$ cat config.mk
export PLATFORM = sky130hd
export DESIGN_NAME = alu_issue_queue_flat
export DESIGN_NICKNAME = d
export VERILOG_FILES = /design/src/rtl/alu_issue_queue_if.sv /design/src/rtl/alu_issue_queue.sv /design/src/flat_wrapper.sv
export SDC_FILE = /design/constraint.sdc
export NUM_CORES = 1
export LEC_CHECK = 0
export CAP_MARGIN = 20
export CORE_ASPECT_RATIO = 1.2
export CORE_MARGIN = 5
export CORE_UTILIZATION = 50
export DETAILED_ROUTE_END_ITERATION = 7
export PLACE_DENSITY_LB_ADDON = 0.12
export SYNTH_ARGS = -nofsm -noshare
export SYNTH_HDL_FRONTEND = slang
export SYNTH_SLANG_ARGS = --single-unit
$ cat constraint.sdc
create_clock -name clk -period 2.77 [get_ports clk]
set_input_delay 0.4155 -clock clk [delete_from_list [all_inputs] [get_ports clk]]
set_output_delay 0.4155 -clock clk [all_outputs]
set_load 0.01 [all_outputs]
$ cat src/rtl/alu_issue_queue_if.sv
// Handshake and status bundle between an operation producer, the issue queue
// and the downstream single-cycle ALU stage.
interface alu_issue_queue_if #(
    parameter int DEPTH = 4,
    parameter int TAGW  = 3
);
    localparam int CW = $clog2(DEPTH) + 1;

    logic            in_valid;
    logic            in_ready;
    logic [9:0]      in_op;
    logic            hold;
    logic [9:0]      ctrl;
    logic            issue_valid;
    logic            rslt_valid;
    logic [TAGW-1:0] rslt_tag;
    logic [CW-1:0]   count;
    logic [7:0]      illegal_cnt;

    modport master (
        output in_valid, in_op, hold,
        input  in_ready, ctrl, issue_valid, rslt_valid, rslt_tag, count, illegal_cnt
    );

    modport slave (
        input  in_valid, in_op, hold,
        output in_ready, ctrl, issue_valid, rslt_valid, rslt_tag, count, illegal_cnt
    );
endinterface

$ cat src/rtl/alu_issue_queue.sv
// In-order issue queue for a single-cycle ALU: filters illegal op codes, tags
// accepted ops, issues one per cycle and tracks the tag of the result in flight.
`ifndef OP_ADD
`define OP_ADD 2'b00
`endif
`ifndef OP_SUB
`define OP_SUB 2'b01
`endif
`ifndef OP_SHIFT
`define OP_SHIFT 2'b10
`endif

module alu_issue_queue #(
    parameter int DEPTH = 4,
    parameter int TAGW  = 3
) (
    input  logic              clk,
    input  logic              reset,
    alu_issue_queue_if.slave  q
);
    localparam int PW = $clog2(DEPTH);
    localparam int CW = PW + 1;
    localparam int EW = TAGW + 10;

    // Entry layout: {tag, op}; the array has no reset so it maps onto RAM.
    logic [EW-1:0]   mem [DEPTH];

    logic [PW-1:0]   head_reg;
    logic [PW-1:0]   tail_reg;
    logic [CW-1:0]   count_reg;
    logic [CW-1:0]   count_next;
    logic [TAGW-1:0] tag_reg;
    logic [TAGW-1:0] iss_tag_reg;
    logic [TAGW-1:0] rslt_tag_reg;
    logic [9:0]      ctrl_reg;
    logic            issue_valid_reg;
    logic            rslt_valid_reg;
    logic [7:0]      ill_reg;

    logic            in_ready;
    logic            push;
    logic            op_legal;
    logic            push_legal;
    logic            push_illegal;
    logic            issue;

    // Readiness looks only at registered occupancy, so a same-cycle pop never frees a slot early.
    assign in_ready     = (count_reg < CW'(DEPTH));
    assign push         = q.in_valid && in_ready;
    assign op_legal     = (q.in_op[1:0] == `OP_ADD) || (q.in_op[1:0] == `OP_SUB) ||
                          (q.in_op[1:0] == `OP_SHIFT);
    assign push_legal   = push && op_legal;
    assign push_illegal = push && !op_legal;
    assign issue        = !q.hold && (count_reg != '0);

    always_comb begin
        count_next = count_reg;
        case ({push_legal, issue})
            2'b10:   count_next = count_reg + CW'(1);
            2'b01:   count_next = count_reg - CW'(1);
            default: count_next = count_reg;
        endcase
    end

    always_ff @(posedge clk) begin
        if (!reset && push_legal) begin
            mem[tail_reg] <= {tag_reg, q.in_op};
        end
    end

    always_ff @(posedge clk) begin
        if (reset) begin
            head_reg        <= '0;
            tail_reg        <= '0;
            count_reg       <= '0;
            tag_reg         <= '0;
            iss_tag_reg     <= '0;
            rslt_tag_reg    <= '0;
            ctrl_reg        <= '0;
            issue_valid_reg <= 1'b0;
            rslt_valid_reg  <= 1'b0;
            ill_reg         <= '0;
        end else begin
            count_reg <= count_next;
            if (push_legal) begin
                tail_reg <= tail_reg + PW'(1);
                tag_reg  <= tag_reg + TAGW'(1);
            end
            if (push_illegal && (ill_reg != 8'hff)) begin
                ill_reg <= ill_reg + 8'd1;
            end
            // ctrl keeps its last value when nothing issues; only the strobe drops.
            if (issue) begin
                {iss_tag_reg, ctrl_reg} <= mem[head_reg];
                head_reg                <= head_reg + PW'(1);
            end
            issue_valid_reg <= issue;
            rslt_valid_reg  <= issue_valid_reg;
            rslt_tag_reg    <= iss_tag_reg;
        end
    end

    assign q.in_ready    = in_ready;
    assign q.ctrl        = ctrl_reg;
    assign q.issue_valid = issue_valid_reg;
    assign q.rslt_valid  = rslt_valid_reg;
    assign q.rslt_tag    = rslt_tag_reg;
    assign q.count       = count_reg;
    assign q.illegal_cnt = ill_reg;
endmodule
$ cat src/flat_wrapper.sv
// flat-port wrapper written by rule: the top's interface ports become plain ports
module alu_issue_queue_flat 
#(
    parameter int DEPTH = 4,
    parameter int TAGW  = 3
)
  (clk, reset, q_in_valid, q_in_op, q_hold, q_in_ready, q_ctrl, q_issue_valid, q_rslt_valid, q_rslt_tag, q_count, q_illegal_cnt);
  alu_issue_queue_if #(.DEPTH(DEPTH), .TAGW(TAGW)) q_i ();
  input  logic clk;
  input  logic reset;
  input wire logic [$bits(q_i.in_valid)-1:0] q_in_valid;
  input wire logic [$bits(q_i.in_op)-1:0] q_in_op;
  input wire logic [$bits(q_i.hold)-1:0] q_hold;
  output wire logic [$bits(q_i.in_ready)-1:0] q_in_ready;
  output wire logic [$bits(q_i.ctrl)-1:0] q_ctrl;
  output wire logic [$bits(q_i.issue_valid)-1:0] q_issue_valid;
  output wire logic [$bits(q_i.rslt_valid)-1:0] q_rslt_valid;
  output wire logic [$bits(q_i.rslt_tag)-1:0] q_rslt_tag;
  output wire logic [$bits(q_i.count)-1:0] q_count;
  output wire logic [$bits(q_i.illegal_cnt)-1:0] q_illegal_cnt;
  assign q_i.in_valid = q_in_valid;
  assign q_i.in_op = q_in_op;
  assign q_i.hold = q_hold;
  assign q_in_ready = q_i.in_ready;
  assign q_ctrl = q_i.ctrl;
  assign q_issue_valid = q_i.issue_valid;
  assign q_rslt_valid = q_i.rslt_valid;
  assign q_rslt_tag = q_i.rslt_tag;
  assign q_count = q_i.count;
  assign q_illegal_cnt = q_i.illegal_cnt;
  alu_issue_queue #(.DEPTH(DEPTH), .TAGW(TAGW)) u_core (.clk(clk), .reset(reset), .q(q_i));
endmodule
======== Yosys cells after proc, flatten, opt, wreduce, memory -nomap -nowiden ========
Memories as Yosys holds them, arrays and structs flattened. A register that Yosys moved wholly into a read port is not among the register bits.
Index checks and enable logic that the tools add are counted.
operators by class
  $add $sub $neg .......................... 6
  order comparisons ....................... 1
  equality and inequality tests ........... 5
  mux-type cells .......................... 3
  reduce and logical (&&, ||, !) cells .... 14
operators by type and width
  cell                 count
  $add 8x1->8 const B  1
  $ne 8x8->1 const B   1
  $add 3x1->3 const B  2
  $logic_and 1x1->1    6
  $pmux 3 s2           1
  $add 2x1->2 const B  2
  $eq 2x1->1 const B   2
  $eq 2x2->1 const B   2
  $logic_not 1->1      3
  $lt 3x3->1 const B   1
  $reduce_bool 3->1    1
  $sub 3x1->3 const B  1
  $logic_not 2->1      1
  $logic_or 1x1->1     2
  $mux 1               2
  $reduce_bool 2->1    1
storage, ports and cells
  flip-flop bits (word level) ............. 23
  bits in writable memories ............... 52
  bits of input ports ..................... 14
  output and inout bits ................... 27
  logic and storage cells ................. 38
  memories kept ........................... 1
memories
  memory      words  bits a word  read ports  clocked after Yosys merged registers in  wr ports  RTL line               RTL
  u_core.mem  4      13           1           1                                        1         alu_issue_queue.sv:26  logic [EW-1:0] mem [DEPTH];

======== Logic depth before layout (Yosys ltp) ========
Gate-level depths: netlist of the first run.
  depth after elaboration ................. 7
  gate-level depth with buffers ........... 11
  gate-level depth less buffers ........... 9

======== Least setup slack after synthesis of the first run ========
Ideal clock, no wire load.
  path kind ............................... register to register
  start ................................... reg u_core.count_reg[2], in the netlist u_core.q.count[2]
  end ..................................... reg u_core.count_reg[2], in the netlist u_core.q.count[2]
  library setup time ...................... 0.070 ns
  arrival time ............................ 2.347 ns
  required time ........................... 2.700 ns
  slack ................................... 0.352 ns
  stages on the path, launching flop included .. 12
  path buffers ............................ 2
  period minus slack after synthesis ...... 2.418 ns
  path through ............................ dfxtp_1 > nor3_1 > or2_1 > buf_2 > inv_2 > buf_2 > ha_1 > inv_1 > fa_1 > xor2_1 > or3_2 > a21oi_1
between the ends
  elaborated cells on any way between the ends .. 11
  classes of those cells .................. 2 x add/sub; 1 x order compare; 2 x eq/ne; 1 x mux; 5 x reduce/logical
RTL lines
  what                                             RTL line               RTL
  from (decl)                                      alu_issue_queue.sv:30  logic [CW-1:0] count_reg;
  from (signal assigned)                           alu_issue_queue.sv:84  count_reg <= count_next;
  $reduce_bool 3->1 (*)                            alu_issue_queue.sv:54  assign issue = !q.hold && (count_reg != '0);
  $logic_and 1x1->1 (*)                            alu_issue_queue.sv:54
  named net u_core.issue                           alu_issue_queue.sv:45  logic issue;
  $eq 2x1->1 or $eq 2x2->1 (tied branches)         alu_issue_queue.sv:58  case ({push_legal, issue})
  $pmux 3 s2 or $reduce_bool 2->1 (tied branches)  -
Mark *: on every way through the listed nets, which the timed path passes. The rest lies on a longest branch.
A chain may end at the register's enable or synchronous reset.

======== Final worst setup path of the first run ========
  start ................................... in q_in_op[1]
  end ..................................... reg u_core.count_reg[2], in the netlist u_core.q.count[2]
between the ends
  cells in the longest elaborated chain, start to end .. 6
  elaborated cells on any way between the ends .. 10
  classes of those cells .................. 4 x eq/ne; 1 x mux; 5 x reduce/logical
ends and longest elaborated chain
  what                                                     RTL line               RTL
  from (decl)                                              flat_wrapper.sv:12     input wire logic [$bits(q_i.in_op)-1:0] q_in_op;
  $eq 2x1->1 (no line) or $logic_not 2->1 (tied branches)  -
  $logic_or 1x1->1                                         alu_issue_queue.sv:50  assign op_legal = (q.in_op[1:0] == `OP_ADD) || (q.in_op[1:0] == `OP_SUB) ||
  $logic_or 1x1->1 (*)                                     alu_issue_queue.sv:50
  $logic_and 1x1->1 (*)                                    alu_issue_queue.sv:52  assign push_legal = push && op_legal;
  $eq 2x1->1 or $eq 2x2->1 (tied branches)                 alu_issue_queue.sv:58
  $pmux 3 s2 or $reduce_bool 2->1 (tied branches)          -
Mark *: on every way between the ends. The rest lies on a longest branch, timed or not.

==> results of run 1 <==
[final cells by class]
class	count	area, sq um
fill	537	2600
sequential	88	2280
multi-input combinational	128	1020
timing repair buffer	49	468
clock buffer	9	124
tap	87	109
clock inverter	7	95.1
inverter	8	30.0
[metrics by stage]
stage	utilization	power, mW	worst slack, ns	area, sq um	instances
floorplan	-	2.14	0.352	3390	234
CTS	0.614	3.39	0.475	4130	376
global route	0.614	3.54	0.321	4130	376
global placement	0.581	2.43	0.201	3910	360
finish	0.614	3.35	0.471	4130	376
detailed placement	0.581	2.44	0.139	3910	360
[critical path: cells and delay by family]
family          cells  cell delay [ns]
fa+ha+maj           2             0.57
simple gates        3             0.66
compound gates      1             0.14
xor+xnor            1             0.17
buf+inv             2             0.62
[final timing paths]
check,end,slack (ns),depth (start not counted)
worst max-delay path,u_core.q.count[2]$_SDFFE_PP0P_,0.47,9
worst min register to register,u_core.q.ctrl[4]$_SDFFE_PP0N_,0.46,2
worst min-delay path,u_core.q.ctrl[4]$_SDFFE_PP0N_,0.46,2
worst max register to register,u_core.q.count[2]$_SDFFE_PP0P_,0.50,9
[metal layers]
layer | wire length [microns] | track usage | up-vias
li1 | - | - | 952
met5 | 0 | 0 | -
met3 | 279 | 0.0411 | 8
met4 | 90 | 0.0512 | 0
met1 | 2550 | 0.191 | 941
met2 | 2730 | 0.228 | 41
[power breakdown]
part	switching (mW)	internal [mW]
sequential	0.106	1.52
combinational	0.348	0.419
clock	0.444	0.509
[logic make-up (layout without fill, tap and decap cells)]
| family | Yosys count | in the layout | share of synthesized area |
|---|---|---|---|
| compound gates | 30 | 30 | 0.0605 |
| fa+ha+maj | 8 | 8 | 0.0317 |
| buf+inv | 18 | 73 | 0.0251 |
| flops | 88 | 88 | 0.673 |
| simple gates | 66 | 66 | 0.0926 |
| mux | 15 | 15 | 0.0937 |
| xor+xnor | 9 | 9 | 0.0232 |
[synth_stat cells]
library cell	number	area, sq um
sky130_fd_sc_hd__and2_1	5	31.3
sky130_fd_sc_hd__or2_1	1	6.26
sky130_fd_sc_hd__nand2_1	26	97.6
sky130_fd_sc_hd__buf_2	5	25.0
sky130_fd_sc_hd__buf_1	1	3.75
sky130_fd_sc_hd__nand3_1	4	20.0
sky130_fd_sc_hd__inv_2	1	3.75
sky130_fd_sc_hd__a31oi_1	1	6.26
sky130_fd_sc_hd__mux2i_1	1	10.0
sky130_fd_sc_hd__a311oi_1	2	17.5
sky130_fd_sc_hd__buf_6	1	11.3
sky130_fd_sc_hd__ha_1	7	87.6
sky130_fd_sc_hd__xnor2_1	3	26.3
sky130_fd_sc_hd__and3_1	1	6.26
sky130_fd_sc_hd__mux2_4	1	15.0
sky130_fd_sc_hd__clkbuf_1	2	7.51
sky130_fd_sc_hd__nor2b_1	6	37.5
sky130_fd_sc_hd__o31ai_4	1	21.3
sky130_fd_sc_hd__dfxtp_1	36	721
sky130_fd_sc_hd__xor2_1	6	52.6
sky130_fd_sc_hd__inv_1	7	26.3
sky130_fd_sc_hd__nor3b_1	1	7.51
sky130_fd_sc_hd__or3_2	1	7.51
sky130_fd_sc_hd__nor2_1	16	60.1
sky130_fd_sc_hd__o31a_4	1	17.5
sky130_fd_sc_hd__nor3_1	2	10.0
sky130_fd_sc_hd__a22o_1	3	26.3
sky130_fd_sc_hd__a21oi_1	18	90.1
sky130_fd_sc_hd__and2b_2	1	8.76
sky130_fd_sc_hd__mux4_2	13	293
sky130_fd_sc_hd__edfxtp_1	52	1560
sky130_fd_sc_hd__o2111ai_1	1	8.76
sky130_fd_sc_hd__buf_4	1	7.51
sky130_fd_sc_hd__and4_4	1	11.3
sky130_fd_sc_hd__fa_1	1	20.0
sky130_fd_sc_hd__o21ai_0	2	10.0
sky130_fd_sc_hd__and4b_1	1	10.0
sky130_fd_sc_hd__a211oi_1	1	7.51
==> metrics.log, run 1 <==
[metrics] outcome: finished, final reports clean
[metrics] boundary pin count: 41
[metrics] CTS Hold Buffers Added: 0
[metrics] Clock Latency Late Sink: 0.34 ns
[metrics] period utilization: 0.830
[metrics] estimated wirelength of the detail-placed design: 3870 microns
[metrics] number of antenna cells inserted: 0
[metrics] power per standard cell area: between 800 and 900 mW/mm^2
[metrics] Unique masters post-synth: 38
[metrics] fraction of final layout cells sized beyond drive strength 1: 0.156
[metrics] commonest non-fill, non-tap cells in the layout: sky130_fd_sc_hd__edfxtp_1, sky130_fd_sc_hd__clkdlybuf4s50_1, sky130_fd_sc_hd__dfxtp_1
[metrics] buffer type at the clock tree root: sky130_fd_sc_hd__clkbuf_8
[metrics] maximum fanout along the worst path: 6
[metrics] critical hold path startpoint: u_core.q.ctrl[4]$_SDFFE_PP0N_
[metrics] max reg flops: 52
[metrics] element type at the critical path start: primary input
[metrics] Crit path top cell by count: sky130_fd_sc_hd__nand2_1
[metrics] synthesis-to-layout area growth: 21.8%
[metrics] arrival time worst endpoint: roughly 2.6 ns
[metrics] number of sinks driven by the clock tree: 88
[metrics] critical-path cell list: clkdlybuf4s50_1 -> nand2_1 -> nand2_1 -> ha_1 -> inv_1 -> fa_1 -> xor2_1 -> or3_2 -> a21oi_1
[metrics] most common library cell in the layout ignoring fill and taps: sky130_fd_sc_hd__edfxtp_1
[metrics] WL/cell: 15.0 microns
[metrics] RePlAce Congestion: 0.725
[metrics] Fin Clk Skew: approximately 0.005 ns
[metrics] number of instances resized during post-cts repair: 0
[metrics] data required time at the worst endpoint: around 3.1 ns
[metrics] first-pass iteration count of the detailed router: 4
[metrics] worst voltage drop across the vdd grid: 0.530 mV
[metrics] number of register bits inferred by synthesis: 88
[metrics] Chip Width: 85.2 microns
[metrics] first-pass GRT wire length: ~9400 microns
[metrics] Setup TNS Final: 0 ns
[metrics] Vias: 1,942
[metrics] antenna violation net count after detailed routing: 0
[metrics] post-CTS repair timing setup buffer count: 0
[metrics] max capacitance violation total: 0
[metrics] post-synthesis average cell area: about 14 sq um
[metrics] largest incremental delay on the critical path: 0.56 ns
[metrics] cts bufs inserted: 9
[metrics] number of placement rows: 33
[metrics] number of buffers between clock root and the deepest sink: 2
[metrics] drt total wl: 5650 microns
[metrics] endpoint class of the critical path: flip-flop
[metrics] slew of the pin with the lowest slew margin: approximately 0.71 ns
[metrics] Max H-tree Level: 3
[metrics] core area: approximately 0.0067 sq mm
[metrics] Period minus WS final: 2.30 ns
[metrics] final number of hold-violating endpoints: 0
[metrics] count of yosys warnings during synthesis: 0
[metrics] reported leakage power: ~1.4 nW
[metrics] crit path from: q_in_op[1]
[metrics] TritonCTS clock tree: done
[metrics] GR Util All Layers: 0.144
[metrics] number of antenna violations at the first check in global routing: 0
[metrics] via count of the first global-routing pass: 1,885
[metrics] Worst Setup Path Type: primary input to flip-flop
[metrics] total grt overflow: 0
[metrics] number of vias per cell after detailed routing: a little over 5
[metrics] full die area: 0.00854 sq mm
[metrics] Port Buffer Count: 40
[metrics] Setup violations, final: 0
[metrics] Slowest-stage cell, CP: sky130_fd_sc_hd__clkdlybuf4s50_1
[metrics] Die Y-Extent: 100 microns
[metrics] synthesized net count: 256
[metrics] Max Slew Vio Count: 0
[metrics] total DRC errors in the routed layout: 0
[metrics] Synth Instances: 234
[metrics] worst-case hold slack: 0.459 ns
[metrics] part of the Yosys area used for sequential elements: 0.673
[metrics] Max Clock Freq: between 400 and 500 MHz
[metrics] setup repair after global routing missed its margin: false
[metrics] 1st-iter DRT viols: 67
[metrics] startpoint of the worst register-to-register path: u_core.q.count[2]$_SDFFE_PP0P_
[metrics] number of nets in the final layout: slightly above 300
[metrics] synthesized cell area: 0.00339 sq mm
[metrics] Initial Util: 0.504
[metrics] max_slew headroom: 0.525
[metrics] clock input transition at the sequential cells of the worst setup and hold paths: 0.08 ns
[metrics] path type of the worst min-delay path: flip-flop to flip-flop
[metrics] largest net degree at the start of global routing: 35
(Power assumes the default switching activity.)
==> run 2: changes to the inputs <==
clock period = 2.2 ns   (was 2.77 ns; I/O delays follow)
==> metrics.log, run 2 (same netlist as run 1, synthesis figures left out) <==
[metrics] outcome: finished, final reports clean
[metrics] GR Util All Layers: 0.155
[metrics] number of sinks driven by the clock tree: 88
[metrics] core area: 0.00673 sq mm
[metrics] number of antenna violations at the first check in global routing: 0
[metrics] post-CTS repair timing setup buffer count: 0
[metrics] full die area: 0.00854 sq mm
[metrics] first-pass GRT wire length: between 9000 and 10,000 microns
[metrics] Post-Place Worst Slack: -0.216 ns
[metrics] max_slew headroom: 0.756
[metrics] max reg flops: 52
[metrics] end of the critical path: u_core.q.count[2]$_SDFFE_PP0P_
[metrics] via count of the first global-routing pass: between 1,500 and 2,000
[metrics] Max H-tree Level: 3
[metrics] largest net degree at the start of global routing: 35
[metrics] Die Y-Extent: 100 microns
[metrics] total DRC errors in the routed layout: 0
[metrics] crit path from: q_in_op[1]
[metrics] startpoint of the worst register-to-register path: u_core.q.count[2]$_SDFFE_PP0P_
[metrics] worst voltage drop across the vdd grid: 0.573 mV
[metrics] fraction of final layout cells sized beyond drive strength 1: 0.195
[metrics] Setup WS post-layout: around 0.14 ns
[metrics] final number of hold-violating endpoints: 0
[metrics] period utilization: 0.935
[metrics] element type at the critical path start: primary input
[metrics] number of vias per cell after detailed routing: 5.10
[metrics] setup repair after global routing missed its margin: false
[metrics] non-filler instance count after layout: around 380
[metrics] number of instances resized during post-cts repair: 0
[metrics] data required time at the worst endpoint: 2.47 ns
[metrics] number of antenna cells inserted: 0
[metrics] Worst Setup Path Type: primary input to flip-flop
[metrics] Fin Clk Skew: 0.0136 ns
[metrics] RePlAce Congestion: between 0.7 and 0.8
[metrics] cell area after placement: 0.00403 sq mm
[metrics] cts bufs inserted: 9
[metrics] arrival time worst endpoint: 2.33 ns
[metrics] worst reg2reg path endpoint: u_core.q.count[2]$_SDFFE_PP0P_
[metrics] cell total after placement: 368
[metrics] total design power: roughly 4 mW
[metrics] number of buffers between clock root and the deepest sink: 2
[metrics] worst setup slack for register-to-register paths: 0.16 ns
[metrics] TritonCTS clock tree: done
[metrics] Setup TNS Final: 0 ns
[metrics] Clock Latency Late Sink: 0.35 ns
[metrics] Vias: 1,958
[metrics] synthesis-to-layout area growth: 24.2%
[metrics] 1st-iter DRT viols: approximately 150
[metrics] commonest non-fill, non-tap cells in the layout: sky130_fd_sc_hd__edfxtp_1, sky130_fd_sc_hd__clkdlybuf4s50_1, sky130_fd_sc_hd__dfxtp_1
[metrics] clock input transition at the sequential cells of the worst setup and hold paths: 0.08 ns
[metrics] number of placement rows: 33
[metrics] Port Buffer Count: 40
[metrics] number of nets in the final layout: 314
[metrics] Chip Width: 85.2 microns
[metrics] boundary pin count: 41
[metrics] Period minus WS final: 2.06 ns
[metrics] Max Clock Freq: 486 MHz
[metrics] Max Slew Vio Count: 0
[metrics] maximum fanout along the worst path: 2
[metrics] Initial Util: 0.504
[metrics] worst-case reg-to-reg path depth: 8
[metrics] Setup violations, final: 0
[metrics] slew of the pin with the lowest slew margin: 0.366 ns
[metrics] post-layout util: 0.626
[metrics] estimated wirelength of the detail-placed design: 4120 microns
[metrics] endpoint class of the critical path: flip-flop
[metrics] path type of the worst min-delay path: flip-flop to flip-flop
[metrics] drt total wl: 6130 microns
[metrics] max capacitance violation total: 0
[metrics] buffer type at the clock tree root: sky130_fd_sc_hd__clkbuf_8
[metrics] reported leakage power: 1.46 nW
[metrics] WL/cell: 16.0 microns
[metrics] most common library cell in the layout ignoring fill and taps: sky130_fd_sc_hd__edfxtp_1
[metrics] first-pass iteration count of the detailed router: 4
[metrics] total grt overflow: 0
[metrics] worst-case hold slack: 0.457 ns
[metrics] antenna violation net count after detailed routing: 0
[metrics] CTS Hold Buffers Added: 0
[metrics] post-route cell area: 0.00421 sq mm
[metrics] power per standard cell area: 976 mW/mm^2
[run 2: cell count changes in the layout (fill, tap and decap cells not counted), sizes merged]
cell / change
buf: +8
inv: +2
bufinv: -2
[run 2: cell type report]
type / count / area [sq um]
clock buffer: 9 / 124
clock inverter: 7 / 52.6
fill: 523 / 2520
inverter: 8 / 30.0
multi-input combinational: 128 / 1040
sequential: 88 / 2290
tap: 87 / 109
timing repair buffer: 57 / 566
[run 2: report_power, final]
group	leakage (nW)	switching, mW	internal [mW]
registers	0.773	0.0852	1.92
logic	0.593	0.522	0.576
clock network	0.0904	0.580	0.420
[run 2: worst min path at each step]
stage | depth (start not counted) | startpoint | end | slack [ns]
final | 2 | u_core.q.ctrl[4]$_SDFFE_PP0N_ | u_core.q.ctrl[4]$_SDFFE_PP0N_ | 0.46
after floorplan | 1 | reset | u_core.q.rslt_tag[2]$_SDFF_PP0_ | 0.41
after global placement | 2 | u_core.q.ctrl[7]$_SDFFE_PP0N_ | u_core.q.ctrl[7]$_SDFFE_PP0N_ | 0.44
after global routing | 2 | u_core.q.ctrl[8]$_SDFFE_PP0N_ | u_core.q.ctrl[8]$_SDFFE_PP0N_ | 0.48
after detailed placement | 2 | u_core.q.ctrl[7]$_SDFFE_PP0N_ | u_core.q.ctrl[7]$_SDFFE_PP0N_ | 0.45
after CTS | 2 | u_core.q.ctrl[7]$_SDFFE_PP0N_ | u_core.q.ctrl[7]$_SDFFE_PP0N_ | 0.46
[run 2: critical path: stages]
cell and delay (ns):
sky130_fd_sc_hd__clkdlybuf4s50_1 0.50, sky130_fd_sc_hd__nand2_1 0.12, sky130_fd_sc_hd__nand2_1 0.16, sky130_fd_sc_hd__ha_4 0.15, sky130_fd_sc_hd__inv_1 0.04, sky130_fd_sc_hd__fa_2 0.33
sky130_fd_sc_hd__xor2_1 0.15, sky130_fd_sc_hd__or3_2 0.40, sky130_fd_sc_hd__a21oi_1 0.14
[run 2: layer usage]
metal | vias up | GRT usage | wire (microns)
li1 | 967 | - | -
met1 | 955 | 0.207 | 2820
met2 | 34 | 0.243 | 3010
met3 | 2 | 0.0411 | 272
met4 | 0 | 0.0597 | 29
met5 | - | 0 | 0
==> run 3: changes to the inputs <==
--- a/constraint.sdc
+++ b/constraint.sdc
@@ -3,2 +3,2 @@
 set_output_delay 0.33 -clock clk [all_outputs]
-set_load 0.01 [all_outputs]
+set_load 0.005 [all_outputs]
==> metrics.log, run 3 (same netlist as run 1, synthesis figures left out) <==
[metrics] outcome: finished, final reports clean
[metrics] post-route cell area: ~0.0042 sq mm
[metrics] boundary pin count: 41
[metrics] power per standard cell area: 969 mW/mm^2
[metrics] Die Y-Extent: 100 microns
[metrics] met2 layer usage reported by global route: 0.227
[metrics] worst-case reg-to-reg path depth: 9
[metrics] buffer type at the clock tree root: sky130_fd_sc_hd__clkbuf_8
[metrics] Max Clock Freq: ~500 MHz
[metrics] total area of multi-input combinational cells: 0.00104 sq mm
[metrics] Max H-tree Level: 3
[metrics] 1st-iter DRT viols: 102
[metrics] commonest non-fill, non-tap cells in the layout: sky130_fd_sc_hd__edfxtp_1, sky130_fd_sc_hd__clkdlybuf4s50_1, sky130_fd_sc_hd__dfxtp_1
[metrics] clock input transition at the sequential cells of the worst setup and hold paths: ~0.09 ns
[metrics] number of sinks driven by the clock tree: 88
[metrics] grt met3 use: 0.0452
[metrics] maximum fanout along the worst path: 7
[metrics] CTS Hold Buffers Added: 0
[metrics] fraction of final layout cells sized beyond drive strength 1: 0.195
[metrics] endpoint class of the critical path: flip-flop
[metrics] post-CTS repair timing setup buffer count: 0
[metrics] most used routing layer: met2
[metrics] Port Buffer Count: 40
[metrics] Clock Latency Late Sink: 0.36 ns
[metrics] number of placement rows: 33
[metrics] element type at the critical path start: flip-flop
[metrics] Setup violations, final: 0
[metrics] worst-case hold slack: 0.456 ns
[metrics] Chip Width: about 85 microns
[metrics] synthesis-to-layout area growth: 24.8%
[metrics] number of antenna cells inserted: 0
[metrics] Initial Util: 0.504
[metrics] period utilization: 0.924
[metrics] number of vias per cell after detailed routing: 5.04
[metrics] drt total wl: 5880 microns
[metrics] Max Slew Vio Count: 0
[metrics] RePlAce Congestion: 0.748
[metrics] number of antenna violations at the first check in global routing: 0
[metrics] Fin Clk Skew: 0.00693 ns
[metrics] post-layout util: 0.629
[metrics] TritonCTS clock tree: done
[metrics] worst voltage drop across the vdd grid: 0.515 mV
[metrics] setup repair after global routing missed its margin: false
[metrics] GR Util All Layers: 0.150
[metrics] first-pass iteration count of the detailed router: 4
[metrics] Vias: between 1,500 and 2,000
[metrics] max capacitance violation total: 0
[metrics] Worst Setup Path Type: flip-flop to flip-flop
[metrics] full die area: 0.00854 sq mm
[metrics] final number of hold-violating endpoints: 0
[metrics] most common library cell in the layout ignoring fill and taps: sky130_fd_sc_hd__edfxtp_1
[metrics] cell area after placement: 0.00404 sq mm
[metrics] total grt overflow: 0
[metrics] reported leakage power: approximately 1.5 nW
[metrics] total DRC errors in the routed layout: 0
[metrics] arrival time worst endpoint: 2.32 ns
[metrics] core area: between 0.006 and 0.007 sq mm
[metrics] max reg flops: 52
[metrics] slew of the pin with the lowest slew margin: roughly 0.48 ns
[metrics] via count of the first global-routing pass: 1,887
[metrics] number of instances resized during post-cts repair: 0
[metrics] GRT met1 Usage: 0.198
[metrics] Filler Cell Count: 509
[metrics] path type of the worst min-delay path: flip-flop to flip-flop
[metrics] area taken by flip-flops and latches: about 0.0023 sq mm
[metrics] max_slew headroom: 0.681
[metrics] largest net degree at the start of global routing: 35
[metrics] antenna violation net count after detailed routing: 0
[metrics] number of buffers between clock root and the deepest sink: 2
[metrics] cts bufs inserted: 9
[metrics] number of nets in the final layout: 314
[metrics] hold-critical path depth: 2
[metrics] first-pass GRT wire length: 9560 microns
[metrics] estimated wirelength of the detail-placed design: 4000 microns
[metrics] WL/cell: 15.3 microns
[metrics] data required time at the worst endpoint: 2.49 ns
[metrics] Period minus WS final: 2.03 ns
==> run 3: cell types whose count changed in the layout (fill, tap and decap cells not counted), sizes merged <==
| cell | delta |
|---|---|
| inv | -1 |
| clkinvlp | +1 |
==> run 3: final timing paths <==
path	slack (ns)	from	endpoint
setup / recovery	0.17	u_core.q.count[2]$_SDFFE_PP0P_	u_core.q.count[2]$_SDFFE_PP0P_
hold / removal	0.46	u_core.q.ctrl[9]$_SDFFE_PP0N_	u_core.q.ctrl[9]$_SDFFE_PP0N_
setup reg to reg	0.17	u_core.q.count[2]$_SDFFE_PP0P_	u_core.q.count[2]$_SDFFE_PP0P_
hold reg to reg	0.46	u_core.q.ctrl[9]$_SDFFE_PP0N_	u_core.q.ctrl[9]$_SDFFE_PP0N_
==> run 3: report_power, final <==
group          internal [mW]  total (mW)  leakage, nW  switching, mW
sequential              1.92        2.01        0.772         0.0940
combinational          0.585        1.05        0.595          0.462
clock                  0.431        1.04       0.0892          0.609
total                   2.94        4.10         1.46           1.16
==> run 3: layer usage <==
layer,vias to the layer above,wire [microns]
met5,-,0
met4,0,107
met3,9,341
met2,36,2820
met1,921,2610
li1,968,-
==> run 3: worst max-delay path, stage by stage, from the launching register on <==
cell	delay, ns
sky130_fd_sc_hd__dfxtp_2	0.37
sky130_fd_sc_hd__nor3_1	0.09
sky130_fd_sc_hd__or2_1	0.24
sky130_fd_sc_hd__inv_2	0.08
sky130_fd_sc_hd__ha_4	0.12
sky130_fd_sc_hd__inv_1	0.04
sky130_fd_sc_hd__fa_2	0.33
sky130_fd_sc_hd__xor2_1	0.15
sky130_fd_sc_hd__or3_2	0.40
sky130_fd_sc_hd__a21oi_1	0.14
==> run 3: final cells by class <==
class                           instances  area share
Sequential cell                        88       0.540
Multi-Input combinational cell        128       0.245
Timing Repair Buffer                   57       0.137
Clock buffer                            9      0.0293
Tap cell                               87      0.0257
Clock inverter                          7      0.0157
Inverter                                8     0.00710
==> run 3: through the flow <==
step                      std cells  setup WS, ns  total power, mW  TNS [ns]
after floorplan                 234        0.0342             2.71         0
after global placement          368        -0.157             3.11    -0.157
after detailed placement        368        -0.204             3.12    -0.204
after CTS                       384         0.131             4.16         0
after global routing            384        0.0479             4.34         0
final                           384         0.166             4.10         0
